==> src/rtl/ula_pkg.sv <==
`default_nettype none
// ============================================================================
// Module      : ula_pkg
// Description : Shared definitions for the ULA result stage. Holds the
//               opcode encodings, the condition-flag bit positions, the
//               default datapath widths and the packed result-entry type
//               carried through the result buffer.
// Revision    : 1.0 - initial release
// ============================================================================
package ula_pkg;

    // Default datapath widths; must track the ULA data width.
    localparam int ULA_DATA_W = 32;
    localparam int ULA_TAG_W  = 5;
    localparam int OP_W       = 4;
    localparam int FLAGS_W    = 3;

    // ULASelect encodings.
    localparam logic [OP_W-1:0] OP_NOP = 4'b0000;
    localparam logic [OP_W-1:0] OP_ADD = 4'b0001;
    localparam logic [OP_W-1:0] OP_SUB = 4'b0010;
    localparam logic [OP_W-1:0] OP_AND = 4'b0011;
    localparam logic [OP_W-1:0] OP_OR  = 4'b0100;
    localparam logic [OP_W-1:0] OP_NOT = 4'b0101;
    localparam logic [OP_W-1:0] OP_XOR = 4'b0110;
    localparam logic [OP_W-1:0] OP_SHR = 4'b0111;
    localparam logic [OP_W-1:0] OP_SHL = 4'b1000;

    // Bit positions inside the {V,N,Z} flag vector.
    localparam int FLAG_Z = 0;
    localparam int FLAG_N = 1;
    localparam int FLAG_V = 2;

    // One buffered result at the default widths.
    typedef struct packed {
        logic [ULA_DATA_W-1:0] result;
        logic [FLAGS_W-1:0]    flags;
        logic [OP_W-1:0]       op;
        logic [ULA_TAG_W-1:0]  tag;
    } ula_entry_t;

    // Overflow is only meaningful for arithmetic opcodes; every other code,
    // including NOP and undefined codes above SHL, reports V=0.
    function automatic logic ovf_qualifies(input logic [OP_W-1:0] op);
        return (op == OP_ADD) || (op == OP_SUB);
    endfunction

endpackage : ula_pkg
`default_nettype wire

==> src/rtl/ula_skid_buf.sv <==
`default_nettype none
// ============================================================================
// Module      : ula_skid_buf
// Description : Generic 2-entry in-order valid/ready buffer. Both o_ready
//               and o_valid come straight from flops, so neither side sees
//               a combinational path through the other's handshake.
//   clk       in   clock, all state on rising edge
//   rst       in   synchronous active-high reset, discards both entries
//   i_data    in   WIDTH  entry to push
//   i_valid   in   push request
//   o_ready   out  buffer can accept (registered)
//   o_data    out  WIDTH  head entry
//   o_valid   out  head valid (registered)
//   i_ready   in   consumer takes the head
// Revision    : 1.0 - initial release
// ============================================================================
module ula_skid_buf #(
    parameter int WIDTH = 44
) (
    input  logic             clk,
    input  logic             rst,
    input  logic [WIDTH-1:0] i_data,
    input  logic             i_valid,
    output logic             o_ready,
    output logic [WIDTH-1:0] o_data,
    output logic             o_valid,
    input  logic             i_ready
);

    localparam logic [1:0] c_EMPTY = 2'd0;
    localparam logic [1:0] c_ONE   = 2'd1;
    localparam logic [1:0] c_FULL  = 2'd2;

    logic [1:0]       r_state;
    logic [WIDTH-1:0] r_head;
    logic [WIDTH-1:0] r_tail;
    logic             r_out_valid;
    logic             r_in_ready;

    logic             w_push;
    logic             w_pop;

    assign w_push = i_valid & r_in_ready;
    assign w_pop  = r_out_valid & i_ready;

    // The head register always drives the outputs; the tail only holds the
    // second entry while FULL. Head is left untouched on a pop to EMPTY so
    // outputs never toggle without a new entry.
    always_ff @(posedge clk) begin
        if (rst) begin
            r_state     <= c_EMPTY;
            r_head      <= '0;
            r_tail      <= '0;
            r_out_valid <= 1'b0;
            r_in_ready  <= 1'b1;
        end else begin
            case (r_state)
                c_EMPTY: begin
                    if (w_push) begin
                        r_head      <= i_data;
                        r_state     <= c_ONE;
                        r_out_valid <= 1'b1;
                        r_in_ready  <= 1'b1;
                    end
                end
                c_ONE: begin
                    if (w_push && !w_pop) begin
                        r_tail     <= i_data;
                        r_state    <= c_FULL;
                        r_in_ready <= 1'b0;
                    end else if (w_pop && !w_push) begin
                        r_state     <= c_EMPTY;
                        r_out_valid <= 1'b0;
                    end else if (w_push && w_pop) begin
                        // Head leaves, new entry takes its place.
                        r_head <= i_data;
                    end
                end
                c_FULL: begin
                    if (w_pop) begin
                        r_head     <= r_tail;
                        r_state    <= c_ONE;
                        r_in_ready <= 1'b1;
                    end
                end
                default: begin
                    r_state     <= c_EMPTY;
                    r_out_valid <= 1'b0;
                    r_in_ready  <= 1'b1;
                end
            endcase
        end
    end

    assign o_ready = r_in_ready;
    assign o_valid = r_out_valid;
    assign o_data  = r_head;

endmodule : ula_skid_buf
`default_nettype wire

==> src/rtl/ula_result_stage.sv <==
`default_nettype none
// ============================================================================
// Module      : ula_result_stage
// Description : Registered output stage behind the combinational ULA.
//               Derives {V,N,Z} from each accepted result and queues
//               result/flags/opcode/tag in a 2-entry buffer presented to
//               writeback through a valid/ready handshake.
//   Clock       in   clock
//   Reset       in   synchronous active-high reset
//   ResultIn    in   DATA_W  ULA DataOut
//   OverflowIn  in   ULA overflow
//   OpIn        in   4       ULASelect of ResultIn
//   TagIn       in   TAG_W   destination tag
//   InValid     in   upstream entry valid
//   InReady     out  stage can accept (registered)
//   ResultOut   out  DATA_W  head result
//   FlagsOut    out  3       head {V,N,Z}
//   OpOut       out  4       head opcode
//   TagOut      out  TAG_W   head tag
//   OutValid    out  head valid
//   OutReady    in   consumer accepts head
//   StickyOvf   out  sticky overflow     (ULA_STICKY_OVF_EN only)
//   ClearSticky in   clear sticky flag   (ULA_STICKY_OVF_EN only)
// Build option: define ULA_STICKY_OVF_EN to add the sticky overflow flag.
// Revision    : 1.0 - initial release
// ============================================================================
module ula_result_stage
    import ula_pkg::*;
#(
    parameter int DATA_W = ULA_DATA_W,
    parameter int TAG_W  = ULA_TAG_W
) (
    input  logic               Clock,
    input  logic               Reset,
    input  logic [DATA_W-1:0]  ResultIn,
    input  logic               OverflowIn,
    input  logic [OP_W-1:0]    OpIn,
    input  logic [TAG_W-1:0]   TagIn,
    input  logic               InValid,
    output logic               InReady,
    output logic [DATA_W-1:0]  ResultOut,
    output logic [FLAGS_W-1:0] FlagsOut,
    output logic [OP_W-1:0]    OpOut,
    output logic [TAG_W-1:0]   TagOut,
    output logic               OutValid,
    input  logic               OutReady
`ifdef ULA_STICKY_OVF_EN
    ,
    output logic               StickyOvf,
    input  logic               ClearSticky
`endif
);

    // Same layout as ula_entry_t, sized by this instance's parameters.
    typedef struct packed {
        logic [DATA_W-1:0]  result;
        logic [FLAGS_W-1:0] flags;
        logic [OP_W-1:0]    op;
        logic [TAG_W-1:0]   tag;
    } entry_t;

    localparam int c_ENTRY_W = $bits(entry_t);

    entry_t w_in_entry;
    entry_t w_out_entry;
    logic   w_in_ready;
    logic   w_out_valid;

    // Flags are fixed at push time and travel with the entry.
    always_comb begin
        w_in_entry                = '0;
        w_in_entry.result         = ResultIn;
        w_in_entry.op             = OpIn;
        w_in_entry.tag            = TagIn;
        w_in_entry.flags[FLAG_Z]  = (ResultIn == '0);
        w_in_entry.flags[FLAG_N]  = ResultIn[DATA_W-1];
        w_in_entry.flags[FLAG_V]  = OverflowIn & ovf_qualifies(OpIn);
    end

    ula_skid_buf #(
        .WIDTH (c_ENTRY_W)
    ) u_skid_buf (
        .clk     (Clock),
        .rst     (Reset),
        .i_data  (w_in_entry),
        .i_valid (InValid),
        .o_ready (w_in_ready),
        .o_data  (w_out_entry),
        .o_valid (w_out_valid),
        .i_ready (OutReady)
    );

    assign InReady   = w_in_ready;
    assign OutValid  = w_out_valid;
    assign ResultOut = w_out_entry.result;
    assign FlagsOut  = w_out_entry.flags;
    assign OpOut     = w_out_entry.op;
    assign TagOut    = w_out_entry.tag;

`ifdef ULA_STICKY_OVF_EN
    logic r_sticky_ovf;
    logic w_pop_ovf;

    assign w_pop_ovf = w_out_valid & OutReady & w_out_entry.flags[FLAG_V];

    // Setting takes priority over clearing in the same cycle.
    always_ff @(posedge Clock) begin
        if (Reset) begin
            r_sticky_ovf <= 1'b0;
        end else if (w_pop_ovf) begin
            r_sticky_ovf <= 1'b1;
        end else if (ClearSticky) begin
            r_sticky_ovf <= 1'b0;
        end
    end

    assign StickyOvf = r_sticky_ovf;
`endif

endmodule : ula_result_stage
`default_nettype wire

==> config.mk <==
export PLATFORM = sky130hd
export DESIGN_NAME = ula_result_stage
export DESIGN_NICKNAME = d
export VERILOG_FILES = /design/src/rtl/ula_pkg.sv /design/src/rtl/ula_skid_buf.sv /design/src/rtl/ula_result_stage.sv
export SDC_FILE = /design/constraint.sdc
export NUM_CORES = 1
export LEC_CHECK = 0
export CORE_ASPECT_RATIO = 2
export CORE_MARGIN = 5
export CORE_UTILIZATION = 50
export CTS_CLUSTER_DIAMETER = 60
export DETAILED_ROUTE_END_ITERATION = 8
export PLACE_DENSITY = 0.81
export SETUP_SLACK_MARGIN = 0.5
export SLEW_MARGIN = 25
export SYNTH_ARGS = -nofsm -noshare
export SYNTH_HDL_FRONTEND = slang
export SYNTH_SLANG_ARGS = --single-unit
export TNS_END_PERCENT = 10
==> constraint.sdc <==
create_clock -name Clock -period 2.1 [get_ports Clock]
set_input_delay 0.21 -clock Clock [delete_from_list [all_inputs] [get_ports Clock]]
set_output_delay 0.21 -clock Clock [all_outputs]
set_load 0.05 [all_outputs]
# ---- Yosys cells after proc, flatten, opt, wreduce, memory -nomap -nowiden
# Cells that the tools add are included.
dict set report classes {
  bitwise 4
  reduce_logical 14
  n_eq_ne 12
  mux 18
}
# op n
set ops {}
lappend ops {{44-bit two-way mux} 5}
lappend ops {{44-bit case mux with 3 select lines} 1}
lappend ops {{32-bit zero test} 1}
lappend ops {{2-bit by 1-bit inequality test with 1-bit output, second input constant} 5}
lappend ops {{2-bit two-way mux} 4}
lappend ops {{1-bit case mux with 3 select lines} 2}
lappend ops {{2-bit case mux with 3 select lines} 1}
lappend ops {{3-bit AND reduction} 2}
lappend ops {{6-bit AND reduction} 1}
lappend ops {{1-bit two-way mux} 5}
lappend ops {{4-bit by 1-bit equality test with 1-bit output, second input constant} 1}
lappend ops {{4-bit by 2-bit equality test with 1-bit output, second input constant} 1}
lappend ops {{2-bit inequality test, second input constant} 2}
lappend ops {{4-bit AND reduction} 1}
lappend ops {{1-bit bitwise AND} 3}
lappend ops {{1-bit logical AND} 3}
lappend ops {{3-bit by 1-bit inequality test with 1-bit output, second input constant} 1}
lappend ops {{3-bit nonzero test} 1}
lappend ops {{2-bit by 1-bit equality test with 1-bit output, second input constant} 1}
lappend ops {{2-bit equality test, second input constant} 1}
lappend ops {{1-bit zero test} 2}
lappend ops {{2-bit zero test} 1}
lappend ops {{2-bit AND reduction} 1}
lappend ops {{1-bit logical OR} 1}
lappend ops {{1-bit NOT} 1}
dict set report word_totals {
  reg_bits 92
  out_inout_bits 46
  elab_cells 53
}

# ---- Depth between registers and ports, before layout
dict set report logic_depth {
  word_depth 7
  mapped_depth 8
}

# ---- Modules after synthesis
# A second synthesis with hierarchy kept.
dict set report hier_totals {
  hier_cells 435
  hier_area_um2 4058.9
}
# mod cells_each area_each_um2 seq_area_each_um2 n_inst
set modules_own_cells {}
lappend modules_own_cells {ula_skid_buf 422 3968.8 1841.8 1}
lappend modules_own_cells {ula_result_stage 13 90.1 0.0 1}

# ---- Worst setup path before layout
# Ideal clock, no wire load.
dict set report synth_path {
  path_kind {register -> register}
  start {reg u_skid_buf.r_out_valid, in the netlist u_skid_buf.o_valid}
  end {reg u_skid_buf.r_head[16], in the netlist u_skid_buf.o_data[16]}
  arrival_ns 1.656
  slack_ns 0.364
  setup_ns 0.080
  t_required_ns 2.020
  stages_incl_launch_ff 7
  cell_sequence {dfxtp_1 nand2_1 o2bb2ai_2 buf_6 buf_6 nor2_1 a211oi_2}
}
dict set report synth_between {
  elab_chain_len 5
  elab_cells_between_ends 10
  cone_classes {eq/ne: 4; bitwise: 1; reduce/logical: 5}
}
# item line_no
set synth_lines {}
lappend synth_lines {{start: declaration} ula_skid_buf.sv:37} ;# logic r_out_valid;
lappend synth_lines {{start signal: assignment} ula_skid_buf.sv:54} ;# r_out_valid <= 1'b0;
lappend synth_lines {{start signal: assignment} ula_skid_buf.sv:62} ;# r_out_valid <= 1'b1;
lappend synth_lines {{start signal: assignment} ula_skid_buf.sv:73} ;# r_out_valid <= 1'b0;
lappend synth_lines {{1-bit bitwise AND (*)} ula_skid_buf.sv:44} ;# assign w_pop = r_out_valid & i_ready;
lappend synth_lines {{1-bit zero test} ula_skid_buf.sv:67} ;# if (w_push && !w_pop) begin
lappend synth_lines {{1-bit logical AND} ula_skid_buf.sv:67}
lappend synth_lines {{2-bit inequality test (no source line)} --}
lappend synth_lines {{6-bit AND reduction (no source line) (*)} --}
lappend synth_lines {{end signal: assignment} ula_skid_buf.sv:60} ;# r_head <= i_data;
lappend synth_lines {{end signal: assignment} ula_skid_buf.sv:76} ;# r_head <= i_data;
lappend synth_lines {{end signal: assignment} ula_skid_buf.sv:81} ;# r_head <= r_tail;
lappend synth_lines {{end: declaration} ula_skid_buf.sv:35} ;# logic [WIDTH-1:0] r_head;
# Mark *: on every way between the ends. The rest lies on a longest branch, timed or not.
# A chain may end at the register's enable or synchronous reset.

# ---- Worst setup path in the final report
dict set report layout_path {
  start {reg u_skid_buf.r_head[28], in the netlist u_skid_buf.o_data[28]}
  end {out ResultOut[16]}
}
# item line_no
set layout_rtl {}
lappend layout_rtl {{end: declaration} ula_result_stage.sv:41} ;# output logic [DATA_W-1:0] ResultOut,
# No word-level cell between the ends.

==> impl_metrics.tcl <==
set metrics [dict create \
    dp_hpwl_mm 5.709 \
    cts.sinks 90 \
    yosysWarningCount 0 \
    wl_mm 8.731 \
    rows 45 \
    cts_buffers 9 \
    antenna_cells 0 \
    final_cell_mix "88 x nand2_1, 87 x dfxtp_1, 78 x clkdlybuf4s50_1" \
    mostFrequentLayoutCell "nand2_1" \
    start_util_pct 50.66 \
    maxSlewHeadroom_pct 64.08 \
    io-pin-count 92 \
    ff2ff_path_depth 5 \
    ant_nets 0 \
    status "finished clean" \
    die_x_um 71.59 \
    syn_nets 467 \
    drt_iter0_drc 189 \
    crit_chain "clkdlybuf4s50_1" \
    crit_end "ResultOut[16]" \
    worstPathRequired_ns 1.89 \
    grt-ovfl-total 0 \
    synthCells 421 \
    gp_congestion 0.8124 \
    critPathSlowestCell "clkdlybuf4s50_1" \
    cp_top_family "buffers and inverters" \
    wire_per_inst_um 14.58 \
    r2r_end "u_skid_buf.r_tail[25]" \
    hold_class "in -> reg" \
    path_max_fanout 2 \
    layoutNonFillerInstCount 599 \
    htreeDepth 3 \
    p_per_area_mw_per_mm2 978.4 \
    cts-root-buf "clkbuf_16" \
    ys_seq_area_share_pct 47.49 \
    power_mw 4.989 \
    ir_worst_vdd_mv 0.6140 \
    grtUsageTotal_pct 17.68 \
    synth_top_cell_by_area "dfxtp_1" \
    r2r-start "u_skid_buf.r_state[0]" \
    die_area_mm2 0.009535 \
    setup_viol 0 \
    r2r_slack_ns 0.56 \
    maxSlewViolCount 0 \
    timing.final.crit_share_pct 81.60 \
    antenna_found_initial 0 \
    grt_max_degree 49 \
    max_freq_mhz 583.6 \
    avgViaCountPerCell 5.317 \
    area_growth_pct 34.40 \
    first_pass_iters 5 \
    placed_cells 582 \
    syn_area_per_cell_um2 9.011 \
    portBuffers 91 \
    die_height_um 133.2 \
    clk_pin_slew_ns 0.06 \
    cp.arrival_ns 1.50 \
    synth_area_mm2 0.003794 \
    cap_violations 0 \
    min_period_ns 1.714 \
    grt_pass1_vias 2910 \
    synth_area_leaders "dfxtp_1 47%, mux2i_1 11%, nand2_1 8.7%" \
    critical_path.startpoint "u_skid_buf.o_data[28]" \
    crit_buf_inv 1 \
    fin_skew_ns 0.004284 \
    cp.depth 1 \
    p_leak_nw 2.151 \
    vias 3185 \
    cts_buffer_depth 2 \
    synth_top_area_share_pct 47.49 \
    fin_setup_tns_ns 0 \
    grt_first_pass_wirelength_mm 13.77 \
    cp-end-kind "output pin" \
    postCtsSetupBuffers 0 \
    holdCritStartpoint "Reset" \
    worstSetupPathType "reg -> out" \
    cts_tree "yes" \
    rsz0062_at_grt "true" \
    synth_cell_types 30 \
    ys_seq_elements 90 \
    fin_nets 546 \
    tightest_slew_ns 0.5371 \
    core_mm2 0.007488 \
    finalHoldViolCount 0 \
    drive_above_1_share_pct 9.901 \
    clk_latency_ns 0.34 \
    cp-start-kind "register" \
    max_stage_delay_ns 0.82 \
    post-route-drc-count 0 \
]
[registers in the layout (all words and copies together), names as in the netlist]
register	cells
u_skid_buf.r_state	2
u_skid_buf.o_data	43
u_skid_buf.o_valid	1
u_skid_buf.r_tail	43
u_skid_buf.o_ready	1
[metal layers]
layer  routed length [µm]  vias to the layer above  track usage, %
met5                    0                        -               0
met4                  122                        0           5.753
met3                  605                       15           5.363
met2                 4070                       89           26.74
met1                 3933                     1461           23.96
li1                     -                     1620               -
[layout make-up]
class                   count  area (µm²)
flip-flops and latches     90        1805
repair buffers            103        1061
clock inverters             5       77.57
inverters                   1       3.754
clock buffers              11       242.7
multi-input cells         295        1790
fillers                   616        2390
well taps                  94       117.6
[cells in the mapped netlist]
| library cell | instances |
|---|---|
| nor2_1 | 48 |
| a21bo_2 | 1 |
| nor4_1 | 8 |
| buf_4 | 3 |
| clkbuf_1 | 10 |
| a21oi_1 | 45 |
| nand2_1 | 88 |
| mux2_2 | 1 |
| xnor2_1 | 1 |
| inv_1 | 1 |
| nor3_4 | 1 |
| a22o_1 | 1 |
| a211oi_2 | 12 |
| nand3b_1 | 1 |
| nand4_1 | 2 |
| nor4b_1 | 1 |
| nand3_2 | 1 |
| dfxtp_1 | 90 |
| o2bb2ai_1 | 1 |
| nor3b_1 | 1 |
| and3b_1 | 1 |
| o22a_1 | 1 |
| o21bai_1 | 2 |
| buf_2 | 15 |
| mux2i_1 | 43 |
| o2bb2ai_2 | 1 |
| a31oi_1 | 1 |
| a211oi_1 | 30 |
| buf_6 | 7 |
| nand2b_1 | 3 |
[per-stage QoR]
stage / hold WS, ns / util (%) / area, µm² / setup WS [ns]
finish: 0.3187 / 68.09 / 5099 / 0.3864
global route: 0.3355 / 68.09 / 5099 / 0.3518
CTS: 0.3073 / 67.50 / 5055 / 0.3767
detailed placement: 0.4463 / 63.34 / 4743 / 0.2300
global placement: 0.4402 / 63.34 / 4743 / 0.3009
floorplan: 0.3460 / - / 3796 / 0.5712
[worst min path at each step]
stage | to | slack [ns] | depth (start not counted)
after floorplan | u_skid_buf.r_tail[0] | 0.35 | 2
after global placement | u_skid_buf.r_tail[38] | 0.44 | 2
after detailed placement | u_skid_buf.r_tail[12] | 0.45 | 2
after CTS | u_skid_buf.r_state[0] | 0.31 | 2
after global routing | u_skid_buf.r_state[0] | 0.34 | 2
final | u_skid_buf.r_state[0] | 0.32 | 2
[power by group]
part / leakage [nW] / switching [mW] / total (mW) / internal (mW)
Combinational: 1.26 / 0.830 / 1.32 / 0.495
Clock: 0.156 / 0.633 / 1.70 / 1.07
Sequential: 0.738 / 0.0921 / 1.96 / 1.87
[kinds of logic (layout without fill, tap and decap cells)]
kind of cell / after synthesis / in the layout / share of synthesized area [%]
AO/OA/AOI/OAI: 95 / 95 / 17.74
flip-flops: 90 / 90 / 47.49
XOR/XNOR: 1 / 1 / 0.2309
AND/OR/NAND/NOR: 155 / 155 / 17.15
buffers and inverters: 36 / 120 / 5.739
multiplexers: 44 / 44 / 11.64
[what timing repair did]
item	4_1_cts	5_1_grt
resized for setup	7	8
setup endpoints to repair	72	87
gates cloned	0	1
hold buffers	0	0
Note: power is estimated with default switching activity, not from simulation.
